[src/rtl/btn_debounce.sv]
// Multi-channel push-button debouncer: 2-flop synchronizer, divided-clock sample
// tick, per-channel press/release acceptance FSM with optional auto-repeat.
module btn_debounce #(
    parameter int N_BTN        = 4,
    parameter int TICK_BIT     = 17,
    parameter int STABLE_TICKS = 4,
    parameter int REPEAT_TICKS = 32
) (
    input  logic             clk,
    input  logic             rst,
    input  logic [31:0]      clkdiv,
    input  logic [N_BTN-1:0] btn_raw,
    output logic [N_BTN-1:0] btn_level,
    output logic [N_BTN-1:0] btn_press,
    output logic [N_BTN-1:0] btn_release,
    output logic [N_BTN-1:0] btn_repeat
);
    typedef enum logic [1:0] {
        RELEASED     = 2'd0,
        PRESS_PEND   = 2'd1,
        HELD         = 2'd2,
        RELEASE_PEND = 2'd3
    } state_t;

    localparam logic [3:0] STABLE_LAST = 4'(STABLE_TICKS - 1);
    localparam logic [7:0] REPEAT_LAST = 8'(REPEAT_TICKS - 1);
    localparam logic       REPEAT_EN   = (REPEAT_TICKS != 0);

    logic [N_BTN-1:0] meta_r;
    logic [N_BTN-1:0] sync_r;
    logic             prev_r;
    logic             tick_s;

    state_t           state_r  [N_BTN];
    state_t           state_s  [N_BTN];
    logic [3:0]       stable_r [N_BTN];
    logic [3:0]       stable_s [N_BTN];
    logic [7:0]       rep_r    [N_BTN];
    logic [7:0]       rep_s    [N_BTN];
    logic [N_BTN-1:0] level_s;
    logic [N_BTN-1:0] press_s;
    logic [N_BTN-1:0] release_s;
    logic [N_BTN-1:0] repeat_s;

    // Synchronizer and tick-edge history; prev tracks clkdiv even in reset so
    // the first post-reset cycle cannot produce a spurious tick.
    always_ff @(posedge clk) begin
        if (rst) begin
            meta_r <= {N_BTN{1'b0}};
            sync_r <= {N_BTN{1'b0}};
            prev_r <= clkdiv[TICK_BIT];
        end else begin
            meta_r <= btn_raw;
            sync_r <= meta_r;
            prev_r <= clkdiv[TICK_BIT];
        end
    end

    assign tick_s = clkdiv[TICK_BIT] & ~prev_r;

    // Per-channel next-state, counters and event decode.
    always_comb begin
        level_s   = {N_BTN{1'b0}};
        press_s   = {N_BTN{1'b0}};
        release_s = {N_BTN{1'b0}};
        repeat_s  = {N_BTN{1'b0}};
        for (int i = 0; i < N_BTN; i++) begin
            state_s[i]  = state_r[i];
            stable_s[i] = stable_r[i];
            rep_s[i]    = rep_r[i];
            if (tick_s) begin
                case (state_r[i])
                    RELEASED: begin
                        if (sync_r[i] && (STABLE_LAST == 4'd0)) begin
                            state_s[i]  = HELD;
                            stable_s[i] = 4'd0;
                            rep_s[i]    = 8'd0;
                            press_s[i]  = 1'b1;
                        end else if (sync_r[i]) begin
                            state_s[i]  = PRESS_PEND;
                            stable_s[i] = 4'd1;
                        end else begin
                            stable_s[i] = 4'd0;
                        end
                    end
                    PRESS_PEND: begin
                        if (!sync_r[i]) begin
                            state_s[i]  = RELEASED;
                            stable_s[i] = 4'd0;
                        end else if (stable_r[i] == STABLE_LAST) begin
                            state_s[i]  = HELD;
                            stable_s[i] = 4'd0;
                            rep_s[i]    = 8'd0;
                            press_s[i]  = 1'b1;
                        end else begin
                            stable_s[i] = stable_r[i] + 4'd1;
                        end
                    end
                    HELD: begin
                        if (!sync_r[i] && (STABLE_LAST == 4'd0)) begin
                            state_s[i]   = RELEASED;
                            stable_s[i]  = 4'd0;
                            release_s[i] = 1'b1;
                        end else if (!sync_r[i]) begin
                            state_s[i]  = RELEASE_PEND;
                            stable_s[i] = 4'd1;
                        end else if (REPEAT_EN && (rep_r[i] == REPEAT_LAST)) begin
                            rep_s[i]    = 8'd0;
                            repeat_s[i] = 1'b1;
                        end else if (REPEAT_EN) begin
                            rep_s[i] = rep_r[i] + 8'd1;
                        end else begin
                            rep_s[i] = 8'd0;
                        end
                    end
                    RELEASE_PEND: begin
                        // A bounce back to pressed resumes holding without any event.
                        if (sync_r[i]) begin
                            state_s[i]  = HELD;
                            stable_s[i] = 4'd0;
                            rep_s[i]    = 8'd0;
                        end else if (stable_r[i] == STABLE_LAST) begin
                            state_s[i]   = RELEASED;
                            stable_s[i]  = 4'd0;
                            release_s[i] = 1'b1;
                        end else begin
                            stable_s[i] = stable_r[i] + 4'd1;
                        end
                    end
                    default: begin
                        state_s[i]  = RELEASED;
                        stable_s[i] = 4'd0;
                        rep_s[i]    = 8'd0;
                    end
                endcase
            end else begin
                state_s[i] = state_r[i];
            end
            level_s[i] = (state_s[i] == HELD) || (state_s[i] == RELEASE_PEND);
        end
    end

    // Channel state registers and registered outputs.
    always_ff @(posedge clk) begin
        if (rst) begin
            for (int i = 0; i < N_BTN; i++) begin
                state_r[i]  <= RELEASED;
                stable_r[i] <= 4'd0;
                rep_r[i]    <= 8'd0;
            end
            btn_level   <= {N_BTN{1'b0}};
            btn_press   <= {N_BTN{1'b0}};
            btn_release <= {N_BTN{1'b0}};
            btn_repeat  <= {N_BTN{1'b0}};
        end else begin
            for (int i = 0; i < N_BTN; i++) begin
                state_r[i]  <= state_s[i];
                stable_r[i] <= stable_s[i];
                rep_r[i]    <= rep_s[i];
            end
            btn_level   <= level_s;
            btn_press   <= press_s;
            btn_release <= release_s;
            btn_repeat  <= repeat_s;
        end
    end

endmodule

[config.mk]
export PLATFORM = sky130hd
export DESIGN_NAME = btn_debounce
export DESIGN_NICKNAME = d
export VERILOG_FILES = /design/src/rtl/btn_debounce.sv
export SDC_FILE = /design/constraint.sdc
export NUM_CORES = 1
export LEC_CHECK = 0
export ABC_CLOCK_PERIOD_IN_PS = 1900
export BUFFER_PORTS_ARGS = -buffer_cell sky130_fd_sc_hd__buf_2
export CORE_MARGIN = 2
export CORE_UTILIZATION = 34
export DETAILED_ROUTE_END_ITERATION = 7
export GPL_TIMING_DRIVEN = 0
export PLACE_DENSITY_LB_ADDON = 0.1
export SYNTH_ARGS = -nofsm -noshare
export SYNTH_HDL_FRONTEND = slang
export SYNTH_SLANG_ARGS = --single-unit
[constraint.sdc]
create_clock -name clk -period 1.9 [get_ports clk]
set_input_delay 0.095 -clock clk [delete_from_list [all_inputs] [get_ports clk]]
set_output_delay 0.095 -clock clk [all_outputs]
set_load 0.02 [all_outputs]
==> qor.yml <==
place:
  place_ws_ps: -75.3
  gp_congestion: 0.786
  dp_hpwl_microns: 6010
  port_buffers: 21
  placed_cell_area_sq_um: 4000
route:
  viasPerCell: 5.12
  ant_nets: 0
  vias: 3131
  drt_iter0_markers: 158
  drc: 0
  dr.pass1.iters: 4
  finalWirelength_microns: 8840
  post_drt_wl_per_cell_microns: 14.5
grt:
  grt_max_degree: 12
  grt_use_total_pct: 16.0
  antenna_found_initial: 0
  grt_pass1_wl_microns: 14500
  grt_pass1_vias: 2928
  grt-ovfl-total: 0
synthesis:
  synth_edf_count: 0
  synthArstFlopShare_pct: 0
  yosys_warnings: 0
  synth_cell_type_count: 49
  ys.flop_type: "dfxtp_1"
  netlist_top_cells_area: "dfxtp_1 (44%), a21oi_1 (5.9%), nand2_1 (3.7%), o21ai_0 (3.5%), xor2_1 (3.3%)"
  synth_seq_area_share_pct: 43.6
  yosysMostFrequentCell: "dfxtp_1"
  syn-num-nets: 479
  synth_commonest_cells: "dfxtp_1 (81), a21oi_1 (44), nand2_1 (37)"
  yosysTopAreaCell: "dfxtp_1"
  syn_inst: 433
  syn_area_per_cell_sq_um: 8.59
  netlist_area_sq_um: 3720
  yosys.area.top_type_share_pct: 43.6
  ys_ff_latch: 81
clocking:
  cts_tree: "done"
  cts_htree_levels: 3
  clk_pin_slew_ps: 80
  root_buffer: "clkbuf_8"
  insertion_delay_ps: 350
  clock_sinks: 81
  cts_made_buffers: 9
  clock_path_buffers: 2
die:
  ios: 54
  row_count: 38
  die_x_microns: 109
  dieArea_sq_um: 11800
  start_util_pct: 34.6
  die_y_microns: 109
  core_sq_um: 10700
finish:
  drive_gt1_share_pct: 11.7
  fin_nets: 516
  nFillCells: 1135
  design_area_sq_um: 4260
  area_growth_pct: 14.6
  diodes: 0
timing:
  postLayoutSetupSlackWorst_ps: 114
  finalSetupViolCount: 0
  slew_violations: 0
  skew_ps: 11.9
  fmax_mhz: 560
  slew_headroom_pct: 53.5
  finalCritPeriodShare_pct: 94.0
  tightestPinTransition_ps: 697
  finalCriticalPeriod_ps: 1790
  hold_viol_final: 0
setup_path:
  crit_chain: "ha_1 > nor4bb_2 > buf_4 > o2111ai_1 > or3_1 > a21oi_1"
  worst-path-stages: 6
  cp-start-kind: "flop"
  reg2reg_depth: 6
  critPathMaxStageDelay_ps: 400
  crit_path_end_kind: "flop"
  cp_data_required_time_ps: 2180
  critPathKind: "reg2reg"
  crit_slowest_cell: "dfxtp_1"
  cp_top_family: "simple AND/OR/NAND/NOR gates"
  cp.arrival_ps: 2070
  crit_fanout: 6
  path_buf_inv: 1
pwr:
  vdd_drop_max_v: 0.000279
  leakage_nw: 1.58
  power.density_nw_per_um2: 720
hold_path:
  holdPathStages: 2
  min_path_type: "in2reg"
run:
  cap_violations: 0
status:
  status: "finished, final reports clean"
flip-flops by register name, indices dropped and copies added, names as in the netlist:
| signal | count |
|---|---|
| btn_repeat | 4 |
| state_r | 8 |
| btn_press | 4 |
| btn_level | 4 |
| stable_r | 16 |
| prev_r | 1 |
| btn_release | 4 |
| sync_r | 4 |
| meta_r | 4 |
| rep_r | 32 |
path summary, 6_finish.rpt:
path,from,end,slack [ps]
setup / recovery,stable_r[3][0],rep_r[3][7],110
hold / removal,clkdiv[17],prev_r,410
setup reg to reg,stable_r[3][0],rep_r[3][7],110
hold reg to reg,meta_r[0],sync_r[0],440
through the flow:
stage	hold slack, ps	setup TNS (ps)	util, %	total power (W)	instances
2_1_floorplan	123	0	-	0.00184	433
3_3_place_gp	231	-564	37.2	0.00189	594
3_5_place_dp	219	-578	37.2	0.00189	594
4_1_cts	384	0	39.3	0.00311	611
5_1_grt	409	-3.20	39.7	0.00320	611
6_report	406	0	39.7	0.00307	611
area by class of cell:
cell class	count	area, sq um	area share [%]
multi-input cells	324	2010	47.2
clock inverters	1	30.0	0.705
clock buffers	11	141	3.32
well taps	140	175	4.11
inverters	3	11.3	0.264
flip-flops and latches	81	1620	38.1
plain buffers	24	108	2.52
repair buffers	27	163	3.82
where the power goes:
part           total [W]  switching [W]  internal (W)
combinational   0.000130      0.0000836     0.0000467
clock            0.00121       0.000597      0.000616
sequential       0.00173      0.0000138       0.00171
total            0.00307       0.000694       0.00237
worst reg2reg max path, delay by kind of cell (launching register included):
| kind | cells | cell delay, ps |
|---|---|---|
| AOI/OAI and AO/OA | 2 | 310 |
| adders and majority gates | 1 | 210 |
| buffers and inverters | 1 | 190 |
| DFF | 1 | 400 |
| and+or+nand+nor | 2 | 620 |
cell families after synthesis:
family	count (synthesis)	share of synthesized area, %
muxes	3	0.808
buffers and inverters	28	3.13
and+or+nand+nor	187	28.4
adders and majority gates	8	2.69
DFF	81	43.6
xor gates and xnor gates	18	4.24
AOI/OAI and AO/OA	108	17.1
routing by layer:
metal	GRT usage, %	part of all wire [%]
met5	0	0
met4	6.59	0.90
met3	3.74	3.7
met2	23.6	45
met1	22.4	51
layout by cell type, fill, tap and decap left out, drive strengths merged, types with 2 or more instances in the layout:
| cell type | Yosys | layout |
|---|---|---|
| a21o | 3 | 3 |
| o2111ai | 5 | 5 |
| dfxtp | 81 | 81 |
| ha | 8 | 8 |
| nor3b | 12 | 12 |
| and4bb | 3 | 3 |
| nand3b | 5 | 5 |
| nor4bb | 2 | 2 |
| buf | 6 | 29 |
| nor4 | 2 | 2 |
| nand2b | 8 | 8 |
| a22oi | 4 | 4 |
| and4 | 2 | 2 |
| clkbuf | 19 | 28 |
| o211ai | 5 | 5 |
| a31oi | 6 | 6 |
| xor2 | 14 | 14 |
| dlygate4sd3 | 0 | 5 |
| nand4b | 7 | 7 |
| or3 | 4 | 4 |
| mux2i | 3 | 3 |
| or4 | 2 | 2 |
| inv | 3 | 3 |
| o21bai | 5 | 5 |
| xnor2 | 4 | 4 |
| nor2 | 31 | 31 |
| o21ai | 29 | 29 |
| nor3 | 14 | 14 |
| nor2b | 16 | 16 |
| and3b | 5 | 5 |
| nand3 | 17 | 17 |
| and3 | 10 | 10 |
| a21oi | 44 | 44 |
| nor4b | 2 | 2 |
| and2 | 6 | 6 |
| nand2 | 37 | 37 |
repair_timing:
item | CTS | global route
buffers inserted | 0 | 1
hold buffers | 5 | 0
setup endpoints to repair | 13 | 18
gates cloned | 0 | 0
gates resized for setup | 3 | 12
hold endpoints to repair | 5 | 0
(Power assumes the default switching activity.)
